$ cat src/rtl/ror_point_feeder_if.sv
// ror_point_feeder_if: bundles the controller handshake, point RAM read port,
// packed core-point cache and packed feeder block of the ROR point feeder.
interface ror_point_feeder_if #(
  parameter int N           = 16,
  parameter int M           = 4,
  parameter int CORE_NUMBER = 2
);
  logic                       start;
  logic [N-1:0]               point_cloud_size;
  logic [N-1:0]               point_pos;
  logic                       core_next;
  logic                       controller_done;

  logic [N-1:0]               mem_addr;
  logic                       mem_rd_en;
  logic [N-1:0]               mem_rdata_x;
  logic [N-1:0]               mem_rdata_y;
  logic [N-1:0]               mem_rdata_z;

  logic [N*CORE_NUMBER-1:0]   cache_x;
  logic [N*CORE_NUMBER-1:0]   cache_y;
  logic [N*CORE_NUMBER-1:0]   cache_z;
  logic [CORE_NUMBER-1:0]     cache_mask;
  logic                       cache_valid;

  logic [N*M-1:0]             cache_feeder_x;
  logic [N*M-1:0]             cache_feeder_y;
  logic [N*M-1:0]             cache_feeder_z;
  logic [M-1:0]               feeder_mask;
  logic [N-1:0]               feeder_base;
  logic                       feeder_valid;
  logic                       feeder_ready;
  logic                       sweep_done;

  // Feeder side: consumes controls and RAM data, produces addresses and packed points.
  modport master (
    input  start, point_cloud_size, point_pos, core_next, controller_done,
    input  mem_rdata_x, mem_rdata_y, mem_rdata_z, feeder_ready,
    output mem_addr, mem_rd_en,
    output cache_x, cache_y, cache_z, cache_mask, cache_valid,
    output cache_feeder_x, cache_feeder_y, cache_feeder_z,
    output feeder_mask, feeder_base, feeder_valid, sweep_done
  );

  // Controller / RAM / distance-module side.
  modport slave (
    output start, point_cloud_size, point_pos, core_next, controller_done,
    output mem_rdata_x, mem_rdata_y, mem_rdata_z, feeder_ready,
    input  mem_addr, mem_rd_en,
    input  cache_x, cache_y, cache_z, cache_mask, cache_valid,
    input  cache_feeder_x, cache_feeder_y, cache_feeder_z,
    input  feeder_mask, feeder_base, feeder_valid, sweep_done
  );
endinterface

$ cat src/rtl/ror_point_feeder.sv
// ror_point_feeder: fetches CORE_NUMBER core points from the point RAM into the
// core cache, then streams the whole cloud in M-point blocks to the distance
// modules. Lane 0 sits in the MSBs and holds the lowest index.
// Optional macro FEEDER_STATS_EN adds sweep_count and busy_cycles outputs.
module ror_point_feeder #(
  parameter int N           = 16,
  parameter int M           = 4,
  parameter int CORE_NUMBER = 2
) (
  input  logic               clock,
  input  logic               reset,
  ror_point_feeder_if.master bus
`ifdef FEEDER_STATS_EN
  ,
  output logic [N-1:0]       sweep_count,
  output logic [31:0]        busy_cycles
`endif
);

  localparam int LMAX = (M > CORE_NUMBER) ? M : CORE_NUMBER;
  localparam int CW   = $clog2(LMAX + 1);
  localparam logic [CW-1:0] CORE_LAST = CW'(CORE_NUMBER);
  localparam logic [CW-1:0] FEED_LAST = CW'(M);

  typedef enum logic [2:0] {
    S_IDLE,
    S_CORE_FETCH,
    S_FEED_FETCH,
    S_FEED_HOLD,
    S_WAIT_CORE
  } state_t;

  state_t                   r_state;
  state_t                   w_nextState;
  logic [CW-1:0]            r_cnt;
  logic [N-1:0]             r_size;
  logic [N-1:0]             r_pos;
  logic [N:0]               r_base;
  logic [N*CORE_NUMBER-1:0] r_cacheX, r_cacheY, r_cacheZ;
  logic [CORE_NUMBER-1:0]   r_cacheMask;
  logic [N*M-1:0]           r_feedX, r_feedY, r_feedZ;
  logic [M-1:0]             r_feedMask;

  logic [N:0]               w_cntExt;
  logic [N:0]               w_origin;
  logic [N:0]               w_issueIdx;
  logic [N:0]               w_capIdx;
  logic [N:0]               w_nextBase;
  logic                     w_issueOk;
  logic                     w_capOk;
  logic                     w_lastBlock;
  logic [CW-1:0]            w_capLane;
  logic                     w_memRdEn;
  logic [N-1:0]             w_memAddr;
  logic                     w_sweepDone;

  // Index arithmetic carries one extra bit so base+M never wraps near 2^N.
  assign w_cntExt    = {{(N+1-CW){1'b0}}, r_cnt};
  assign w_origin    = (r_state == S_CORE_FETCH) ? {1'b0, r_pos} : r_base;
  assign w_issueIdx  = w_origin + w_cntExt;
  assign w_capIdx    = w_issueIdx - (N+1)'(1);
  assign w_issueOk   = (w_issueIdx < {1'b0, r_size});
  assign w_capOk     = (w_capIdx < {1'b0, r_size});
  assign w_capLane   = r_cnt - CW'(1);
  assign w_nextBase  = r_base + (N+1)'(M);
  assign w_lastBlock = (w_nextBase >= {1'b0, r_size});

  // State register.
  always_ff @(posedge clock or posedge reset) begin
    if (reset) r_state <= S_IDLE;
    else       r_state <= w_nextState;
  end

  // Next-state, RAM read issue and sweep pulse; controller_done overrides everything.
  always_comb begin
    w_nextState = r_state;
    w_memRdEn   = 1'b0;
    w_memAddr   = '0;
    w_sweepDone = 1'b0;
    unique case (r_state)
      S_IDLE: if (bus.start) w_nextState = S_CORE_FETCH;
      S_CORE_FETCH: begin
        if (r_cnt < CORE_LAST) begin
          w_memRdEn = w_issueOk;
          w_memAddr = w_issueIdx[N-1:0];
        end else begin
          w_nextState = S_FEED_FETCH;
        end
      end
      S_FEED_FETCH: begin
        if (r_cnt < FEED_LAST) begin
          w_memRdEn = w_issueOk;
          w_memAddr = w_issueIdx[N-1:0];
        end else begin
          w_nextState = S_FEED_HOLD;
        end
      end
      S_FEED_HOLD: begin
        if (bus.feeder_ready) begin
          if (w_lastBlock) begin
            w_sweepDone = 1'b1;
            w_nextState = S_WAIT_CORE;
          end else begin
            w_nextState = S_FEED_FETCH;
          end
        end
      end
      S_WAIT_CORE: if (bus.core_next) w_nextState = S_CORE_FETCH;
      default: w_nextState = S_IDLE;
    endcase
    if (bus.controller_done) begin
      w_nextState = S_IDLE;
      w_sweepDone = 1'b0;
    end
  end

  // Counters, latched size/position/base, and lane capture one cycle after each read.
  always_ff @(posedge clock or posedge reset) begin
    if (reset) begin
      r_cnt       <= '0;
      r_size      <= '0;
      r_pos       <= '0;
      r_base      <= '0;
      r_cacheX    <= '0;
      r_cacheY    <= '0;
      r_cacheZ    <= '0;
      r_cacheMask <= '0;
      r_feedX     <= '0;
      r_feedY     <= '0;
      r_feedZ     <= '0;
      r_feedMask  <= '0;
    end else begin
      if (w_nextState != r_state)
        r_cnt <= '0;
      else if (r_state == S_CORE_FETCH || r_state == S_FEED_FETCH)
        r_cnt <= r_cnt + 1'b1;

      if (r_state == S_IDLE && w_nextState == S_CORE_FETCH)
        r_size <= bus.point_cloud_size;
      if (r_state != S_CORE_FETCH && w_nextState == S_CORE_FETCH)
        r_pos <= bus.point_pos;

      if (r_state == S_IDLE && w_nextState == S_CORE_FETCH)
        r_base <= '0;
      else if (r_state == S_CORE_FETCH && w_nextState == S_FEED_FETCH)
        r_base <= '0;
      else if (r_state == S_FEED_HOLD && w_nextState == S_FEED_FETCH)
        r_base <= w_nextBase;
      else if (w_sweepDone)
        r_base <= '0;

      if (r_state == S_CORE_FETCH && r_cnt != '0) begin
        for (int k = 0; k < CORE_NUMBER; k++) begin
          if (w_capLane == CW'(k)) begin
            r_cacheX[N*(CORE_NUMBER-k)-1 -: N] <= w_capOk ? bus.mem_rdata_x : '0;
            r_cacheY[N*(CORE_NUMBER-k)-1 -: N] <= w_capOk ? bus.mem_rdata_y : '0;
            r_cacheZ[N*(CORE_NUMBER-k)-1 -: N] <= w_capOk ? bus.mem_rdata_z : '0;
            r_cacheMask[CORE_NUMBER-1-k]       <= w_capOk;
          end
        end
      end

      if (r_state == S_FEED_FETCH && r_cnt != '0) begin
        for (int k = 0; k < M; k++) begin
          if (w_capLane == CW'(k)) begin
            r_feedX[N*(M-k)-1 -: N] <= w_capOk ? bus.mem_rdata_x : '0;
            r_feedY[N*(M-k)-1 -: N] <= w_capOk ? bus.mem_rdata_y : '0;
            r_feedZ[N*(M-k)-1 -: N] <= w_capOk ? bus.mem_rdata_z : '0;
            r_feedMask[M-1-k]       <= w_capOk;
          end
        end
      end
    end
  end

  assign bus.mem_addr       = w_memAddr;
  assign bus.mem_rd_en      = w_memRdEn;
  assign bus.cache_x        = r_cacheX;
  assign bus.cache_y        = r_cacheY;
  assign bus.cache_z        = r_cacheZ;
  assign bus.cache_mask     = r_cacheMask;
  assign bus.cache_valid    = (r_state == S_FEED_FETCH) || (r_state == S_FEED_HOLD) ||
                              (r_state == S_WAIT_CORE);
  assign bus.cache_feeder_x = r_feedX;
  assign bus.cache_feeder_y = r_feedY;
  assign bus.cache_feeder_z = r_feedZ;
  assign bus.feeder_mask    = r_feedMask;
  assign bus.feeder_base    = r_base[N-1:0];
  assign bus.feeder_valid   = (r_state == S_FEED_HOLD);
  assign bus.sweep_done     = w_sweepDone;

`ifdef FEEDER_STATS_EN
  logic [N-1:0] r_sweepCount;
  logic [31:0]  r_busyCycles;

  // Sweep count restarts with each run; busy count saturates rather than wrapping.
  always_ff @(posedge clock or posedge reset) begin
    if (reset) begin
      r_sweepCount <= '0;
      r_busyCycles <= '0;
    end else begin
      if (r_state == S_IDLE && w_nextState == S_CORE_FETCH)
        r_sweepCount <= '0;
      else if (w_sweepDone)
        r_sweepCount <= r_sweepCount + 1'b1;
      if (r_state != S_IDLE && r_busyCycles != 32'hFFFF_FFFF)
        r_busyCycles <= r_busyCycles + 1'b1;
    end
  end

  assign sweep_count = r_sweepCount;
  assign busy_cycles = r_busyCycles;
`else
  // Statistics disabled: no counters are built.
`endif

endmodule

$ cat src/flat_wrapper.sv
// flat-port wrapper written by rule: the top's interface ports become plain ports
module ror_point_feeder_flat 
#(
  parameter int N           = 16,
  parameter int M           = 4,
  parameter int CORE_NUMBER = 2
)
  (clock, reset, bus_start, bus_point_cloud_size, bus_point_pos, bus_core_next, bus_controller_done, bus_mem_rdata_x, bus_mem_rdata_y, bus_mem_rdata_z, bus_feeder_ready, bus_mem_addr, bus_mem_rd_en, bus_cache_x, bus_cache_y, bus_cache_z, bus_cache_mask, bus_cache_valid, bus_cache_feeder_x, bus_cache_feeder_y, bus_cache_feeder_z, bus_feeder_mask, bus_feeder_base, bus_feeder_valid, bus_sweep_done);
  ror_point_feeder_if #(.N(N), .M(M), .CORE_NUMBER(CORE_NUMBER)) bus_i ();
  input  logic clock;
  input  logic reset;
  input wire logic [$bits(bus_i.start)-1:0] bus_start;
  input wire logic [$bits(bus_i.point_cloud_size)-1:0] bus_point_cloud_size;
  input wire logic [$bits(bus_i.point_pos)-1:0] bus_point_pos;
  input wire logic [$bits(bus_i.core_next)-1:0] bus_core_next;
  input wire logic [$bits(bus_i.controller_done)-1:0] bus_controller_done;
  input wire logic [$bits(bus_i.mem_rdata_x)-1:0] bus_mem_rdata_x;
  input wire logic [$bits(bus_i.mem_rdata_y)-1:0] bus_mem_rdata_y;
  input wire logic [$bits(bus_i.mem_rdata_z)-1:0] bus_mem_rdata_z;
  input wire logic [$bits(bus_i.feeder_ready)-1:0] bus_feeder_ready;
  output wire logic [$bits(bus_i.mem_addr)-1:0] bus_mem_addr;
  output wire logic [$bits(bus_i.mem_rd_en)-1:0] bus_mem_rd_en;
  output wire logic [$bits(bus_i.cache_x)-1:0] bus_cache_x;
  output wire logic [$bits(bus_i.cache_y)-1:0] bus_cache_y;
  output wire logic [$bits(bus_i.cache_z)-1:0] bus_cache_z;
  output wire logic [$bits(bus_i.cache_mask)-1:0] bus_cache_mask;
  output wire logic [$bits(bus_i.cache_valid)-1:0] bus_cache_valid;
  output wire logic [$bits(bus_i.cache_feeder_x)-1:0] bus_cache_feeder_x;
  output wire logic [$bits(bus_i.cache_feeder_y)-1:0] bus_cache_feeder_y;
  output wire logic [$bits(bus_i.cache_feeder_z)-1:0] bus_cache_feeder_z;
  output wire logic [$bits(bus_i.feeder_mask)-1:0] bus_feeder_mask;
  output wire logic [$bits(bus_i.feeder_base)-1:0] bus_feeder_base;
  output wire logic [$bits(bus_i.feeder_valid)-1:0] bus_feeder_valid;
  output wire logic [$bits(bus_i.sweep_done)-1:0] bus_sweep_done;
  assign bus_i.start = bus_start;
  assign bus_i.point_cloud_size = bus_point_cloud_size;
  assign bus_i.point_pos = bus_point_pos;
  assign bus_i.core_next = bus_core_next;
  assign bus_i.controller_done = bus_controller_done;
  assign bus_i.mem_rdata_x = bus_mem_rdata_x;
  assign bus_i.mem_rdata_y = bus_mem_rdata_y;
  assign bus_i.mem_rdata_z = bus_mem_rdata_z;
  assign bus_i.feeder_ready = bus_feeder_ready;
  assign bus_mem_addr = bus_i.mem_addr;
  assign bus_mem_rd_en = bus_i.mem_rd_en;
  assign bus_cache_x = bus_i.cache_x;
  assign bus_cache_y = bus_i.cache_y;
  assign bus_cache_z = bus_i.cache_z;
  assign bus_cache_mask = bus_i.cache_mask;
  assign bus_cache_valid = bus_i.cache_valid;
  assign bus_cache_feeder_x = bus_i.cache_feeder_x;
  assign bus_cache_feeder_y = bus_i.cache_feeder_y;
  assign bus_cache_feeder_z = bus_i.cache_feeder_z;
  assign bus_feeder_mask = bus_i.feeder_mask;
  assign bus_feeder_base = bus_i.feeder_base;
  assign bus_feeder_valid = bus_i.feeder_valid;
  assign bus_sweep_done = bus_i.sweep_done;
  ror_point_feeder #(.N(N), .M(M), .CORE_NUMBER(CORE_NUMBER)) u_core (.clock(clock), .reset(reset), .bus(bus_i));
endmodule
$ cat config.mk
export PLATFORM = sky130hd
export DESIGN_NAME = ror_point_feeder_flat
export DESIGN_NICKNAME = d
export VERILOG_FILES = /design/src/rtl/ror_point_feeder_if.sv /design/src/rtl/ror_point_feeder.sv /design/src/flat_wrapper.sv
export SDC_FILE = /design/constraint.sdc
export NUM_CORES = 1
export LEC_CHECK = 0
export ABC_AREA = 1
export CAP_MARGIN = 20
export CELL_PAD_IN_SITES_DETAIL_PLACEMENT = 0
export CELL_PAD_IN_SITES_GLOBAL_PLACEMENT = 1
export CORE_MARGIN = 5
export CORE_UTILIZATION = 33
export DETAILED_ROUTE_END_ITERATION = 8
export GPL_ROUTABILITY_DRIVEN = 1
export PLACE_DENSITY = 0.74
export SKIP_CTS_REPAIR_TIMING = 1
export SLEW_MARGIN = 40
export SYNTH_ARGS = -nofsm -noshare
export SYNTH_HDL_FRONTEND = slang
export SYNTH_SLANG_ARGS = --single-unit
export TNS_END_PERCENT = 50
$ cat constraint.sdc
create_clock -name clock -period 11.44 [get_ports clock]
set_clock_uncertainty 0.2 [all_clocks]
set_input_delay 1.716 -clock clock [delete_from_list [all_inputs] [get_ports clock]]
set_output_delay 1.716 -clock clock [all_outputs]
set_load 0.05 [all_outputs]
==> metrics.md <==
| Metric | Value |
|---|---|
| Syn Area/Cell | 8.31 µm² |
| Largest net degree at the start of global routing | 126 |
| Worst-case clock buffer depth | 3 |
| VDD IR max | 0.249 mV |
| Ports | 416 |
| Die ar. | 54800 µm² |
| Core box area | 49900 µm² |
| Crit end category | primary output |
| Clk_lat worst skew | 0.57 ns |
| # rows | 82 |
| Synth area leader | dfrtp_1 |
| Starting Density | 0.332 |
| FILL cells | 5014 |
| Synthesized area | 16600 µm² |
| Routed wire length | 60.5 mm |
| Static leakage | 10.5 nW |
| IO Port Bufs | 413 |
| Total GRT Usage | 0.215 |
| Max Fanout on Critical Path | 33 |
| # DRC | 0 |
| Slowest stage delay, CP | 0.87 ns |
| Final nets | 2492 |
| GRT met2 Usage | 0.346 |
| Synth Area in Adders | 0.0420 |
| Post-synth top area share | 0.524 |
| Total grt overflow | 0 |
| Synth Warn # | 0 |
| Worst Path Buf+Inv | 5 |
| Min cycle time layout | 7.61 ns |
| Final GP Congestion | 0.890 |
| DRT Pass-1 Iters | 6 |
| CTS buffer count | 41 |
| Synth area leaders | dfrtp_1 (52%), nand2_1 (18%), nand3_1 (10%), ha_1 (4.1%), inv_1 (2.5%) |
| Synth top cells by count | nand2_1 (777), dfrtp_1 (347), nand3_1 (334) |
| Area grow syn2layout | 36.0% |
| Worst Path Arrival | 5.69 ns |
| Initial detailed-routing violation count | 1234 |
| GRT met3 Usage | 0.0484 |
| Number of synthesized flops with an enable pin | 0 |
| Cell breakdown of the critical path | inv_2 -> nand3_2 -> nor2_1 -> ha_1 -> inv_1 -> fa_1 -> inv_1 -> a21oi_1 -> nor2_1 -> nand2_2 -> nor2_2 -> nand3_1 -> and2_1 -> inv_1 -> ha_1 -> a21oi_1 -> nor2_1 -> a211oi_1 -> nand2_1 -> nand3_1 -> nand2_1 -> a21oi_1 -> clkdlybuf4s50_1 |
| Die X | 234 µm |
| Post-synthesis compound-gate area fraction | 0.0289 |
| Final setup TNS | 0 ns |
| Critical-path top delay cell | clkdlybuf4s50_1 |
| Vias in the first global route | 15100 |
| Detail Route Antenna Nets | 0 |
| CTS tree | built |
| Top-count cell post-synth | nand2_1 |
| Count of final max-slew check failures | 0 |
| Pwr Density | 226 nW/µm² |
| Hold crit path type | flip-flop to flip-flop |
| Required time of the worst setup path | 9.52 ns |
| CTS root buffer | clkbuf_16 |
| Most Crowded Layer GR | met2 |
| Yosys reg bits | 347 |
| Register area share after synthesis | 0.524 |
| # Max-Cap Violations | 0 |
| Share of cells above drive strength 1 | 0.0575 |
| Sink Count | 347 |
| Slew at the pin closest to its max-slew limit | 0.803 ns |
| Syn Inst Count | 1992 |
| Crit path max-delay family | simple AND/OR/NAND/NOR gates |
| Unrepaired setup endpoints after global routing | no |
| DR vias | 15000 |
| Kind of critical path | flip-flop to primary output |
| Top_reg_cell synth | dfrtp_1 |
| Outcome | finished clean |
| Htree depth | 2 |
| Xor/xnor share of the synthesized area | 0.0178 |
| Initial antenna violation count | 2 |
| Largest family of logic cells by synthesized area | simple AND/OR/NAND/NOR gates |
| Wire length per cell | 19.8 µm |
| Synth cell types | 42 |
| Tot Pwr | 5.10 mW |
| Fin. Hold Viols | 0 |
| Post-synth ARST share | 1.00 |
| Final setup vio count | 0 |
| Die height | 234 µm |
| CP Launch Type | flip-flop |
| Clk slew on worst S/H paths | 0.06 ns |
| Period utilization | 0.665 |
| DR vias/cell | 4.90 |
| Post-DP HPWL | 41.7 mm |
| First-pass GRT wire length | 92.0 mm |
| Mux contribution to synthesized area | 0 |
| Fmax | 0.131 GHz |
| Post-Synth Simple-Gate Area | 0.316 |
| Slew headroom | 0.462 |
| GRT met1 Usage | 0.291 |
==> stage by stage <==
| step | setup WS [ns] | utilization | cells | hold slack, ns | cell area, µm² |
|---|---|---|---|---|---|
| 5_1_grt | 3.42 | 0.452 | 3056 | 0.294 | 22500 |
| 4_1_cts | 3.83 | 0.452 | 3055 | 0.281 | 22500 |
| 6_report | 3.83 | 0.452 | 3056 | 0.277 | 22500 |
| 3_3_place_gp | 4.65 | 0.421 | 2978 | 0.263 | 21000 |
| 3_5_place_dp | 4.42 | 0.422 | 2980 | 0.265 | 21000 |
| 2_1_floorplan | 4.88 | - | 1993 | 0.237 | 16600 |
==> report_power, final <==
part / switching (mW) / internal, mW / leakage [nW] / total (mW)
clock network: 0.555 / 0.854 / 0.712 / 1.41
registers: 0.115 / 1.43 / 3.37 / 1.54
logic: 1.53 / 0.611 / 6.39 / 2.14
==> final timing paths <==
path	from	slack (ns)	endpoint	cells past startpoint
max	u_core.r_state[2]	3.83	bus_mem_rd_en	23
min	u_core.bus.cache_feeder_z[49]	0.28	u_core.bus.cache_feeder_z[49]	2
max reg2reg	u_core.r_state[2]	4.31	u_core.bus.cache_feeder_y[9]	31
min reg2reg	u_core.bus.cache_feeder_z[49]	0.28	u_core.bus.cache_feeder_z[49]	2
max in group asynchronous	reset	7.63	u_core.bus.cache_feeder_x[4]	6
min in group asynchronous	reset	1.53	u_core.bus.cache_y[9]	3
==> cell families (layout without fill, tap and decap cells) <==
| group | count (synthesis) | in the layout |
|---|---|---|
| AO/OA/AOI/OAI | 85 | 85 |
| XOR/XNOR | 32 | 32 |
| adder cells (fa/ha/maj) | 55 | 55 |
| buffers and inverters | 233 | 623 |
| flip-flops | 347 | 347 |
| other | 1 | 3 |
| AND/OR/NAND/NOR | 1239 | 1239 |
==> state kept, by name, indices dropped and copies added, names as in the netlist <==
| register | cells |
|---|---|
| u_core.bus.feeder_mask | 4 |
| u_core.r_pos | 16 |
| u_core.r_size | 16 |
| u_core.r_cnt | 3 |
| u_core.bus.cache_feeder_y | 64 |
| u_core.bus.cache_feeder_x | 64 |
| u_core.r_state | 3 |
| u_core.bus.cache_mask | 2 |
| u_core.bus.cache_z | 32 |
| u_core.bus.cache_feeder_z | 64 |
| u_core.bus.cache_y | 32 |
| u_core.r_base | 15 |
| u_core.bus.cache_x | 32 |
==> cell type report <==
| class | instances | area (µm²) | share of cell area |
|---|---|---|---|
| sequential | 347 | 8680 | 0.385 |
| timing repair buffer | 435 | 4370 | 0.194 |
| antenna | 1 | 2.50 | 0.000111 |
| clock buffer | 59 | 1200 | 0.0534 |
| tap | 672 | 841 | 0.0373 |
| multi-input combinational | 1413 | 6720 | 0.299 |
| clock inverter | 16 | 272 | 0.0121 |
| inverter | 113 | 428 | 0.0190 |
==> worst min-delay path, stage by stage, from the launching register on <==
cell and delay (ns):
dfrtp_1 0.34, nand2_1 0.05, nand2_1 0.05
==> layout by cell type, fill, tap and decap left out, types with 4 or more instances in the layout <==
master / count
a211oi_1: 4
a21oi_1: 43
buf_4: 16
bufinv_16: 5
clkbuf_1: 7
clkbuf_16: 41
clkbuf_8: 11
clkdlybuf4s50_1: 413
clkinvlp_4: 4
dfrtp_1: 347
ha_1: 54
inv_1: 102
inv_2: 9
nand2_1: 773
nand2_2: 12
nand3_1: 334
nand3_2: 4
nand4_1: 11
nor2_1: 75
nor2_2: 6
nor3_1: 14
o21ai_0: 22
o21ai_2: 6
xnor2_1: 5
xor2_1: 25
==> per-layer routing <==
layer,up-vias,share of wire,wire length [µm]
met5,-,0,0
met4,0,0.033,2010
met3,99,0.078,4700
met2,564,0.46,27600
met1,7229,0.43,26100
li1,7076,-,-
Note: power is estimated with default switching activity, not from simulation.
